### config.mk
export PLATFORM = sky130hd
export DESIGN_NAME = tone_gen
export DESIGN_NICKNAME = d
export VERILOG_FILES = /design/src/rtl/tone_pkg.sv /design/src/rtl/tone_period_lut.sv /design/src/rtl/tone_gen.sv
export SDC_FILE = /design/constraint.sdc
export NUM_CORES = 1
export LEC_CHECK = 0
export ABC_CLOCK_PERIOD_IN_PS = 5300
export BUFFER_PORTS_ARGS = -buffer_cell sky130_fd_sc_hd__buf_2
export CORE_ASPECT_RATIO = 0.5
export CORE_MARGIN = 5
export CORE_UTILIZATION = 40
export DETAILED_ROUTE_END_ITERATION = 8
export HOLD_SLACK_MARGIN = 0.15
export SYNTH_ARGS = -nofsm -noshare
export SYNTH_HDL_FRONTEND = slang
export SYNTH_SLANG_ARGS = --single-unit
### constraint.sdc
create_clock -name CLK -period 5.3 [get_ports CLK]
set_input_delay 0 -clock CLK [delete_from_list [all_inputs] [get_ports CLK]]
set_output_delay 0 -clock CLK [all_outputs]
set_load 0.02 [all_outputs]
### src/rtl/tone_pkg.sv
// Shared state/duty encodings and the base period table for tone_gen.
// Duty encodings are only consumed when TONE_DUTY_EN is defined.
package tone_pkg;

  typedef enum logic [1:0] {
    StIdle,
    StPlay,
    StStopping
  } tone_state_e;

  typedef enum logic [1:0] {
    Duty12 = 2'd0,
    Duty25 = 2'd1,
    Duty50 = 2'd2,
    Duty75 = 2'd3
  } tone_duty_e;

  localparam int unsigned MinPeriod = 2;

  // Periods in clock cycles for octave 0; higher octaves shift these right.
  function automatic int unsigned base_period(input int unsigned idx);
    int unsigned per;
    case (idx)
      0:       per = 45801;
      1:       per = 40805;
      2:       per = 36352;
      3:       per = 34312;
      4:       per = 30569;
      5:       per = 27234;
      6:       per = 24263;
      default: per = 22901;
    endcase
    return per;
  endfunction

endpackage

### src/rtl/tone_period_lut.sv
// Combinational note/octave (and duty when TONE_DUTY_EN is defined) to period and
// high-phase threshold, with the period clamped to at least MinPeriod.
module tone_period_lut
  import tone_pkg::*;
#(
  parameter int unsigned CNT_W  = 16,
  parameter int unsigned NOTE_W = 3,
  parameter int unsigned OCT_W  = 2
) (
  input  logic [NOTE_W-1:0] note_i,
  input  logic [OCT_W-1:0]  octave_i,
`ifdef TONE_DUTY_EN
  input  logic [1:0]        duty_i,
`endif
  output logic [CNT_W-1:0]  period_o,
  output logic [CNT_W-1:0]  thresh_o
);

  logic [CNT_W-1:0] base;
  logic [CNT_W-1:0] shifted;
  logic [CNT_W-1:0] per;

  always_comb begin
    base    = CNT_W'(base_period(32'(note_i)));
    shifted = base >> octave_i;
    per     = (shifted < CNT_W'(MinPeriod)) ? CNT_W'(MinPeriod) : shifted;
`ifdef TONE_DUTY_EN
    case (tone_duty_e'(duty_i))
      Duty12:  thresh_o = per >> 3;
      Duty25:  thresh_o = per >> 2;
      Duty50:  thresh_o = per >> 1;
      default: thresh_o = per - (per >> 2);
    endcase
`else
    thresh_o = per >> 1;
`endif
    period_o = per;
  end

endmodule

### src/rtl/tone_gen.sv
// Square-wave tone generator with a one-deep note slot applied only at period boundaries.
// Define TONE_DUTY_EN to add the DUTY input selecting 12.5/25/50/75% high time.
module tone_gen
  import tone_pkg::*;
#(
  parameter int unsigned CNT_W  = 16,
  parameter int unsigned NOTE_W = 3,
  parameter int unsigned OCT_W  = 2
) (
  input  logic              CLK,
  input  logic              RST,
  input  logic              EN,
  input  logic              NOTE_VLD,
  output logic              NOTE_RDY,
  input  logic [NOTE_W-1:0] NOTE,
  input  logic [OCT_W-1:0]  OCTAVE,
`ifdef TONE_DUTY_EN
  input  logic [1:0]        DUTY,
`endif
  output logic              SPKR,
  output logic              BUSY
);

  tone_state_e      state_q, state_d;
  logic [CNT_W-1:0] cnt_q, cnt_d;
  logic             pend_vld_q, pend_vld_d;
  logic [CNT_W-1:0] pend_per_q, pend_per_d;
  logic [CNT_W-1:0] pend_thr_q, pend_thr_d;
  logic             act_vld_q, act_vld_d;
  logic [CNT_W-1:0] act_per_q, act_per_d;
  logic [CNT_W-1:0] act_thr_q, act_thr_d;
  logic             spkr_q, spkr_d;

  logic [CNT_W-1:0] lut_per;
  logic [CNT_W-1:0] lut_thr;
  logic             accept;
  logic             wrap;
  logic             load_act;

  tone_period_lut #(
    .CNT_W  (CNT_W),
    .NOTE_W (NOTE_W),
    .OCT_W  (OCT_W)
  ) u_lut (
    .note_i   (NOTE),
    .octave_i (OCTAVE),
`ifdef TONE_DUTY_EN
    .duty_i   (DUTY),
`endif
    .period_o (lut_per),
    .thresh_o (lut_thr)
  );

  assign NOTE_RDY = ~pend_vld_q;
  assign accept   = NOTE_VLD & NOTE_RDY;
  assign wrap     = act_vld_q && (cnt_q == act_per_q - CNT_W'(1));

  always_comb begin
    state_d    = state_q;
    cnt_d      = cnt_q;
    pend_vld_d = pend_vld_q;
    pend_per_d = pend_per_q;
    pend_thr_d = pend_thr_q;
    act_vld_d  = act_vld_q;
    act_per_d  = act_per_q;
    act_thr_d  = act_thr_q;
    load_act   = 1'b0;

    unique case (state_q)
      StIdle: begin
        cnt_d = '0;
        if (EN && (pend_vld_q || act_vld_q)) begin
          state_d  = StPlay;
          load_act = pend_vld_q;
        end
      end
      StPlay, StStopping: begin
        cnt_d    = wrap ? '0 : cnt_q + CNT_W'(1);
        load_act = wrap && pend_vld_q;
        if (EN) begin
          state_d = StPlay;
        end else if (state_q == StStopping && wrap) begin
          state_d = StIdle;
        end else begin
          state_d = StStopping;
        end
      end
      default: state_d = StIdle;
    endcase

    // A note accepted this cycle sees pend_vld_q=0, so it can never drain in the same cycle.
    if (load_act) begin
      act_vld_d  = 1'b1;
      act_per_d  = pend_per_q;
      act_thr_d  = pend_thr_q;
      pend_vld_d = 1'b0;
    end
    if (accept) begin
      pend_vld_d = 1'b1;
      pend_per_d = lut_per;
      pend_thr_d = lut_thr;
    end

    // Register the level for the next cycle's count so SPKR lines up with cnt_q.
    spkr_d = (state_d != StIdle) && (cnt_d < act_thr_d);
  end

  always_ff @(posedge CLK) begin
    if (RST) begin
      state_q    <= StIdle;
      cnt_q      <= '0;
      pend_vld_q <= 1'b0;
      pend_per_q <= '0;
      pend_thr_q <= '0;
      act_vld_q  <= 1'b0;
      act_per_q  <= '0;
      act_thr_q  <= '0;
      spkr_q     <= 1'b0;
    end else begin
      state_q    <= state_d;
      cnt_q      <= cnt_d;
      pend_vld_q <= pend_vld_d;
      pend_per_q <= pend_per_d;
      pend_thr_q <= pend_thr_d;
      act_vld_q  <= act_vld_d;
      act_per_q  <= act_per_d;
      act_thr_q  <= act_thr_d;
      spkr_q     <= spkr_d;
    end
  end

  assign SPKR = spkr_q;
  assign BUSY = (state_q != StIdle);

endmodule
==> qor.json, run 1 <==
{
  "num_vias": {"value": 4375},
  "syn_nets": {"value": 643},
  "grt_use_met1": {"value": 0.269},
  "antenna_left": {"value": 0},
  "multiInputGateArea": {"value": 0.00297, "unit": "mm^2"},
  "net-switching-power": {"value": 0.000450, "unit": "W"},
  "power.density": {"value": 287, "unit": "mW/mm^2"},
  "timing.hold.ws": {"value": 0.226, "unit": "ns"},
  "power_leakage": {"value": 1.94, "unit": "nW"},
  "global_route.overflow_total": {"value": 0},
  "maxCapViolations": {"value": 0},
  "number_of_flip_flops_and_latches_in_the_synthesized_netlist": {"value": 69},
  "fin_setup_tns": {"value": 0, "unit": "ns"},
  "clock.fmax": {"value": 210, "unit": "MHz"},
  "grt_util_met3": {"value": 0.0347},
  "report.final.setup_viol": {"value": 0},
  "synth_area_leaders": {"value": "dfxtp_1 30%, a21oi_1 6.0%, nand2_1 5.5%"},
  "timing.hold.worst.class": {"value": "primary input to register"},
  "synth_enable_flop_cells": {"value": 0},
  "drive_above_1_share": {"value": 0.0801},
  "synthDistinctLibCells": {"value": 64},
  "clk_pin_slew": {"value": 0.06, "unit": "ns"},
  "postSynth.topFlopCell": {"value": "dfxtp_1"},
  "critical_path.startpoint_type": {"value": "register"},
  "crit_path_top_delay_cell": {"value": "or4_1"},
  "drt_drc_violations_left": {"value": 0},
  "drt-pass1-iter-count": {"value": 5},
  "post_synth.cell_area_avg": {"value": 7.59, "unit": "um^2"},
  "root_buffer": {"value": "clkbuf_16"},
  "netlist.top_cell.by_area": {"value": "dfxtp_1"},
  "timing.critical_path.buf_inv": {"value": 1},
  "globalRoute.busiestLayer": {"value": "met1"},
  "insertion_delay": {"value": 0.34, "unit": "ns"},
  "largest_driver_fanout_on_the_critical_path": {"value": 31},
  "maxSlewHeadroom": {"value": 0.276},
  "irDropWorstVdd": {"value": 0.140, "unit": "mV"},
  "m2_gr_usage": {"value": 0.265},
  "seqCellArea": {"value": 0.00138, "unit": "mm^2"},
  "post_cts_buffers": {"value": 0},
  "ctsHtreeMaxLevel": {"value": 3},
  "yosys_warnings": {"value": 0},
  "die-height": {"value": 86.3, "unit": "um"},
  "crit_path_end_kind": {"value": "register"},
  "fin_total_pwr": {"value": 0.00144, "unit": "W"},
  "initial_core_util": {"value": 0.417},
  "layout.filler_cells": {"value": 1134},
  "tritoncts.num_buffers": {"value": 9},
  "netlist_area": {"value": 0.00466, "unit": "mm^2"},
  "tritoncts_sinks": {"value": 69},
  "final_min_period_over_clock_period": {"value": 0.897},
  "cts_resized": {"value": 0},
  "yosysTopAreaCellShare": {"value": 0.296},
  "grt_first_pass_wirelength": {"value": 20.4, "unit": "mm"},
  "synth_seq_area_share": {"value": 0.296},
  "drt-wirelength-per-cell": {"value": 16.5, "unit": "um"},
  "placement.cell_area": {"value": 0.00472, "unit": "mm^2"},
  "postRouteWirelength": {"value": 12.5, "unit": "mm"},
  "vias_per_cell": {"value": 5.77},
  "placeableCoreArea": {"value": 0.0112, "unit": "mm^2"},
  "initial_antenna_violation_count": {"value": 0},
  "worstPathCellList": {"value": "inv_1 -> ha_1 -> or4b_1 -> nor4_1 -> o32ai_1 -> or2_0 -> or4_1 -> nand2_8 -> mux2i_1 -> ha_1 -> a21o_1 -> a21o_1 -> a21o_1 -> a21o_1 -> a21oi_1 -> o211ai_1 -> nor2_1 -> o21a_1"},
  "arrival_worst_endpoint": {"value": 5.04, "unit": "ns"},
  "ctsLongestPathBuffers": {"value": 2},
  "cp_slowest_stage_delay": {"value": 0.65, "unit": "ns"},
  "postSynthCellCount": {"value": 614},
  "path_class": {"value": "register to register"},
  "p_int": {"value": 0.000994, "unit": "W"},
  "tritoncts_clock_tree": {"value": "yes"},
  "finalWeightedCongestion": {"value": 0.861},
  "finClkSkew": {"value": 0.0110, "unit": "ns"},
  "grt_setup_unrepaired": {"value": "false"},
  "grt_pass1_vias": {"value": 3827},
  "synthToLayoutAreaGrowth": {"value": 8.08, "unit": "%"},
  "drt_first_iter_violations": {"value": 436},
  "combinationalPowerShare": {"value": 0.206},
  "report.final.hold_viol_count": {"value": 0},
  "port-buffer-count": {"value": 11},
  "fp.dieArea": {"value": 0.0140, "unit": "mm^2"},
  "timing.critical_path.mode_cell": {"value": "a21o_1"},
  "synth-async-reset-ratio": {"value": 0},
  "maximum_number_of_pins_on_one_net_before_global_route_repair": {"value": 63},
  "seq_power_share": {"value": 0.392},
  "netSwitchingFraction": {"value": 0.312},
  "cts.hold.buffers_added": {"value": 3},
  "finalMaxSlewViolations": {"value": 0},
  "outcome": {"value": "completed"},
  "sum_of_net_half_perimeters_after_detailed_placement": {"value": 8.77, "unit": "mm"},
  "die_width": {"value": 163, "unit": "um"},
  "worst-endpoint-required": {"value": 5.59, "unit": "ns"},
  "timing_worst_slew_pin_value": {"value": 1.08, "unit": "ns"},
  "insertedDiodeCount": {"value": 0},
  "final_critical_period": {"value": 4.75, "unit": "ns"},
  "critPathTopFamily": {"value": "simple AND/OR/NAND/NOR gates"},
  "power_frac_clock": {"value": 0.402},
  "core.rowCount": {"value": 27},
  "grtUsageTotal": {"value": 0.181},
  "boundaryPins": {"value": 12},
  "postLayoutCellArea": {"value": 0.00504, "unit": "mm^2"},
  "final_nets": {"value": 623}
}
[registers in the layout, summed over array words and instances (netlist names)]
name and count:
act_per_q 16, pend_vld_q 1, SPKR 1, act_thr_q 16
state_q 2, cnt_q 16, pend_per_q 16, act_vld_q 1
[area by class of cell]
class / count / area share
inverter: 15 / 0.0112
clock inverter: 4 / 0.00621
sequential: 69 / 0.274
multi-input combinational: 477 / 0.589
tap: 159 / 0.0395
timing repair buffer: 22 / 0.0288
clock buffer: 12 / 0.0509
[worst reg2reg max path, stage by stage (launching register included)]
cell and delay, ns:
dfxtp_1 0.34, inv_1 0.10, ha_1 0.26, or4b_1 0.62, nor4_1 0.34, o32ai_1 0.16, or2_0 0.24, or4_1 0.65
nand2_8 0.27, mux2i_1 0.29, ha_1 0.27, a21o_1 0.16, a21o_1 0.17, a21o_1 0.17, a21o_1 0.17, a21oi_1 0.16
o211ai_1 0.10, nor2_1 0.12, o21a_1 0.12
[layout by cell type, fill, tap and decap left out, types with 4 or more instances in the layout]
cell / instances
a31oi_1: 11
mux2i_1: 20
nor4_1: 13
clkbuf_16: 9
or3_1: 5
and3_1: 12
nand3_1: 33
nand2b_1: 9
a211oi_1: 7
a21oi_1: 56
o21ai_0: 32
dfxtp_1: 69
nor2b_1: 9
a221oi_1: 4
buf_4: 8
xor2_1: 8
nand4_1: 7
a22o_1: 5
o22ai_1: 4
a21o_1: 10
nand2_1: 68
inv_1: 15
xnor2_1: 11
o211ai_1: 6
nor3_1: 14
nor2_1: 55
buf_2: 11
ha_1: 20
or2_2: 6
[metrics by stage]
stage / utilization / worst slack, ns / instances
floorplan: - / 0.952 / 614
global placement: 0.422 / 0.719 / 739
detailed placement: 0.422 / 0.621 / 739
CTS: 0.450 / 0.589 / 758
global route: 0.450 / 0.277 / 758
finish: 0.450 / 0.548 / 758
[cell usage after synthesis (all sizes together) (14+ instances only)]
master,n
nor3,15
nor2,55
mux2i,20
nand3,33
dfxtp,69
inv,15
ha,20
buf,14
nand2,69
nor4,14
a21oi,56
clkbuf,39
o21ai,32
[cells by family after synthesis]
kind of cell               Yosys count  share of synthesized area
and+or+nand+nor                    255                      0.279
AOI/OAI and AO/OA                  163                      0.225
DFF                                 69                      0.296
buffers and inverters               68                     0.0669
muxes                               20                     0.0430
adders and majority gates           20                     0.0537
xor gates and xnor gates            19                     0.0357
[routing by layer]
layer / up-vias / wire (um)
li1: 2186 / -
met3: 12 / 516
met1: 2074 / 6550
met4: 0 / 180
met2: 103 / 5250
met5: - / 0
[worst paths after layout]
kind	to	slack (ns)	startpoint	cells after the start
hold reg to reg	act_thr_q[15]$_SDFF_PP0_	0.47	act_thr_q[15]$_SDFF_PP0_	2
setup / recovery	SPKR$_SDFF_PP0_	0.55	act_per_q[0]$_SDFFE_PP0N_	18
setup reg to reg	SPKR$_SDFF_PP0_	0.55	act_per_q[0]$_SDFFE_PP0N_	18
hold / removal	pend_per_q[6]$_SDFFE_PP0P_	0.23	OCTAVE[0]	4
[power by group through the flow]
stage	clock (W)	sequential, W	combinational (W)
after floorplan	0	0.000567	0.000231
after global placement	0	0.000575	0.000290
after detailed placement	0	0.000576	0.000292
after CTS	0.000589	0.000565	0.000296
after global routing	0.000615	0.000568	0.000332
final	0.000581	0.000566	0.000298
(Power assumes the default switching activity.)
==> run 2: changes to the inputs <==
- CORE_UTILIZATION: 40 -> 64
- PLACE_DENSITY: unset -> 0.81
- SYNTH_HIERARCHICAL: unset -> 1
==> qor.json, run 2 <==
{
  "outcome": {"value": "completed"},
  "critical_path.startpoint_type": {"value": "register"},
  "final_critical_period": {"value": 4.86, "unit": "ns", "change": "+0.103 ns"},
  "synth_area_leaders": {"value": "dfxtp_1 32%, a21oi_1 8.4%, nand2_1 6.9%"},
  "synthToLayoutAreaGrowth": {"value": 3.89, "unit": "%"},
  "sum_of_net_half_perimeters_after_detailed_placement": {"value": 9.29, "unit": "mm", "change": "+6.0%"},
  "timing_worst_slew_pin_value": {"value": 1.19, "unit": "ns", "change": "+0.106 ns"},
  "antenna_left": {"value": 0, "change": "unchanged"},
  "postRouteWirelength": {"value": 13.6, "unit": "mm", "change": "+8.5%"},
  "grt_first_pass_wirelength": {"value": 21.9, "unit": "mm", "change": "+7.5%"},
  "post_cts_buffers": {"value": 0, "change": "unchanged"},
  "final_core_utilization": {"value": 0.687, "change": "+0.237"},
  "worstPathCellList": {"value": "inv_1 -> ha_1 -> or4b_4 -> nor3_2 -> nor2_1 -> or4b_1 -> nor4_2 -> nor4b_4 -> buf_4 -> o21ai_1 -> and2_1 -> ha_1 -> nand4_1 -> nor3_1 -> a2111oi_0 -> o21ai_0 -> nor3_1 -> nand3_1 -> a21oi_1"},
  "finalMaxSlewViolations": {"value": 0, "change": "unchanged"},
  "drt-pass1-iter-count": {"value": 5, "change": "unchanged"},
  "root_buffer": {"value": "clkbuf_16"},
  "grt_pass1_vias": {"value": 4259, "change": "+11%"},
  "initial_core_util": {"value": 0.661, "change": "+0.245"},
  "final_nets": {"value": 696, "change": "+12%"},
  "synth_common_cells": {"value": "98 x nand2_1, 89 x a21oi_1, 85 x dfxtp_1"},
  "power_leakage": {"value": 2.11, "unit": "nW", "change": "+8.7%"},
  "layout.filler_cells": {"value": 682, "change": "-40%"},
  "multiInputGateArea": {"value": 0.00322, "unit": "mm^2", "change": "+8.6%"},
  "maxCapViolations": {"value": 0, "change": "unchanged"},
  "post-synth-top-count-cell": {"value": "nand2_1"},
  "crit_path_end_kind": {"value": "register"},
  "timing.critical_path.buf_inv": {"value": 2, "change": "+1"},
  "fp.dieArea": {"value": 0.0103, "unit": "mm^2", "change": "-26%"},
  "path_class": {"value": "register to register"},
  "drt_drc_violations_left": {"value": 0, "change": "unchanged"},
  "layout_commonest_cell": {"value": "nand2_1"},
  "arrival_worst_endpoint": {"value": 5.14, "unit": "ns", "change": "+0.10 ns"},
  "synthDistinctLibCells": {"value": 75, "change": "+17%"},
  "fin_setup_tns": {"value": 0, "unit": "ns", "change": "unchanged"},
  "grt_setup_unrepaired": {"value": "false"},
  "most-common-layout-cells": {"value": "98 x nand2_1, 89 x a21oi_1, 85 x dfxtp_1, 49 x nand3_1, 32 x o21ai_0"},
  "initial_antenna_violation_count": {"value": 0, "change": "unchanged"},
  "yosysTopAreaCellShare": {"value": 0.321, "change": "+0.0241"},
  "yosys_warnings": {"value": 6, "change": "+6"},
  "report.final.setup_viol": {"value": 0, "change": "unchanged"},
  "tritoncts_clock_tree": {"value": "yes"},
  "placement.cell_area": {"value": 0.00520, "unit": "mm^2", "change": "+10%"},
  "boundaryPins": {"value": 12, "change": "unchanged"},
  "crit_path_top_delay_cell": {"value": "or4b_1"},
  "cp_slowest_stage_delay": {"value": 0.55, "unit": "ns", "change": "-0.10 ns"},
  "die_width": {"value": 139, "unit": "um", "change": "-15%"},
  "vias_per_cell": {"value": 6.33, "change": "+9.6%"},
  "drt_first_iter_violations": {"value": 723, "change": "+66%"},
  "netlist.top_cell.by_area": {"value": "dfxtp_1"},
  "insertion_delay": {"value": 0.35, "unit": "ns", "change": "about the same"},
  "fin_total_pwr": {"value": 0.00167, "unit": "W", "change": "+16%"},
  "ctsHtreeMaxLevel": {"value": 3, "change": "unchanged"},
  "postSynth.topFlopCell": {"value": "dfxtp_1"},
  "clk_pin_slew": {"value": 0.06, "unit": "ns", "change": "about the same"},
  "power.density": {"value": 303, "unit": "mW/mm^2", "change": "+5.8%"},
  "grtUsageTotal": {"value": 0.266, "change": "+0.0852"},
  "worst-endpoint-required": {"value": 5.58, "unit": "ns", "change": "about the same"},
  "cts_resized": {"value": 0, "change": "unchanged"},
  "tritoncts.num_buffers": {"value": 9, "change": "unchanged"},
  "port-buffer-count": {"value": 11, "change": "unchanged"},
  "core.rowCount": {"value": 23, "change": "-15%"},
  "largest_driver_fanout_on_the_critical_path": {"value": 30, "change": "-3.2%"},
  "synth_enable_flop_cells": {"value": 0, "change": "unchanged"},
  "syn_nets": {"value": 731, "change": "+14%"},
  "maxSlewHeadroom": {"value": 0.205, "change": "-0.0704"},
  "finalWeightedCongestion": {"value": 0.945, "change": "+9.8%"},
  "insertedDiodeCount": {"value": 0, "change": "unchanged"},
  "final_min_period_over_clock_period": {"value": 0.916, "change": "+0.0194"},
  "drt-wirelength-per-cell": {"value": 17.3, "unit": "um", "change": "+4.9%"},
  "synth_seq_area_share": {"value": 0.321, "change": "+0.0241"},
  "postSynthCellCount": {"value": 702, "change": "+14%"},
  "maximum_number_of_pins_on_one_net_before_global_route_repair": {"value": 79, "change": "+25%"},
  "drive_above_1_share": {"value": 0.0729, "change": "-0.00722"},
  "timing.hold.ws": {"value": 0.275, "unit": "ns", "change": "+0.0489 ns"},
  "irDropWorstVdd": {"value": 0.169, "unit": "mV", "change": "+21%"},
  "finClkSkew": {"value": 0.00437, "unit": "ns", "change": "-0.00664 ns"},
  "tritoncts_sinks": {"value": 85, "change": "+23%"},
  "global_route.overflow_total": {"value": 0, "change": "unchanged"},
  "timing.hold.worst.class": {"value": "primary input to register"},
  "seqCellArea": {"value": 0.00170, "unit": "mm^2", "change": "+23%"},
  "clock.fmax": {"value": 206, "unit": "MHz", "change": "-2.1%"},
  "number_of_flip_flops_and_latches_in_the_synthesized_netlist": {"value": 85, "change": "+23%"},
  "report.final.hold_viol_count": {"value": 0, "change": "unchanged"},
  "ctsLongestPathBuffers": {"value": 2, "change": "unchanged"},
  "synth-async-reset-ratio": {"value": 0, "change": "unchanged"},
  "critPathTopFamily": {"value": "simple AND/OR/NAND/NOR gates"},
  "netlist_area": {"value": 0.00531, "unit": "mm^2", "change": "+14%"},
  "num_vias": {"value": 4960, "change": "+13%"},
  "cts.hold.buffers_added": {"value": 1, "change": "-2"},
  "placeableCoreArea": {"value": 0.00803, "unit": "mm^2", "change": "-28%"},
  "die-height": {"value": 74.4, "unit": "um", "change": "-14%"},
  "postLayoutCellArea": {"value": 0.00552, "unit": "mm^2", "change": "+9.5%"},
  "post_synth.cell_area_avg": {"value": 7.56, "unit": "um^2", "change": "-0.35%"}
}
==> run 2: changes by cell type after synthesis, moves of 5 or more <==
cell / delta
nor4_1: -10
mux2i_1: -20
nand3_1: +16
and2_1: +23
clkbuf_1: -10
o21ai_1: +30
nand2_1: +30
a31oi_1: -5
nor3_1: +5
buf_4: +22
nor2_1: -31
dfxtp_1: +16
a21oi_1: +33
==> run 2: metal layers <==
layer | vias up | wire (um) | track usage | part of all wire
met4 | 0 | 121 | 0.0586 | 0.0089
met3 | 14 | 1440 | 0.0938 | 0.11
li1 | 2429 | - | - | -
met2 | 210 | 5790 | 0.397 | 0.43
met5 | - | 0 | 0 | 0
met1 | 2307 | 6200 | 0.375 | 0.46
==> run 2: worst min-delay path, stage by stage <==
cell,delay [ns]
buf_2,0.32
nor2_2,0.13
nand2_1,0.07
a21oi_1,0.05
==> run 2: layout make-up <==
type / count / area share
Clock buffer: 12 / 0.0447
Clock inverter: 4 / 0.00998
Inverter: 11 / 0.00749
Multi-Input combinational cell: 542 / 0.584
Sequential cell: 85 / 0.309
Tap cell: 112 / 0.0254
Timing Repair Buffer: 18 / 0.0200
==> run 2: worst paths after layout <==
path | from | to | slack, ns | cells after the start
min reg2reg | pend_per_q[6]$_SDFFE_PP0P_ | pend_per_q[6]$_SDFFE_PP0P_ | 0.45 | 2
min | NOTE[2] | pend_thr_q[14]$_SDFFE_PP0P_ | 0.27 | 4
max reg2reg | act_per_q[0]$_SDFFE_PP0N_ | SPKR$_SDFF_PP0_ | 0.44 | 19
max | act_per_q[0]$_SDFFE_PP0N_ | SPKR$_SDFF_PP0_ | 0.44 | 19
==> run 2: stage by stage <==
step	std cells	worst slack, ns
floorplan	702	1.12
global placement	767	0.706
detailed placement	767	0.519
CTS	784	0.493
global route	784	0.0332
finish	784	0.445
==> run 2: cell families (layout without fill, tap and decap cells) <==
group,Yosys count,in the layout,synth area share
other,1,1,0.000706
xor gates and xnor gates,21,21,0.0346
buffers and inverters,75,45,0.0733
and+or+nand+nor,283,283,0.278
adders and majority gates,20,20,0.0471
DFF,85,85,0.321
AOI/OAI and AO/OA,217,217,0.245
==> run 2: power by group <==
group | switching [W] | internal (W)
combinational | 0.000217 | 0.000112
clock | 0.000264 | 0.000382
sequential | 0.0000283 | 0.000670
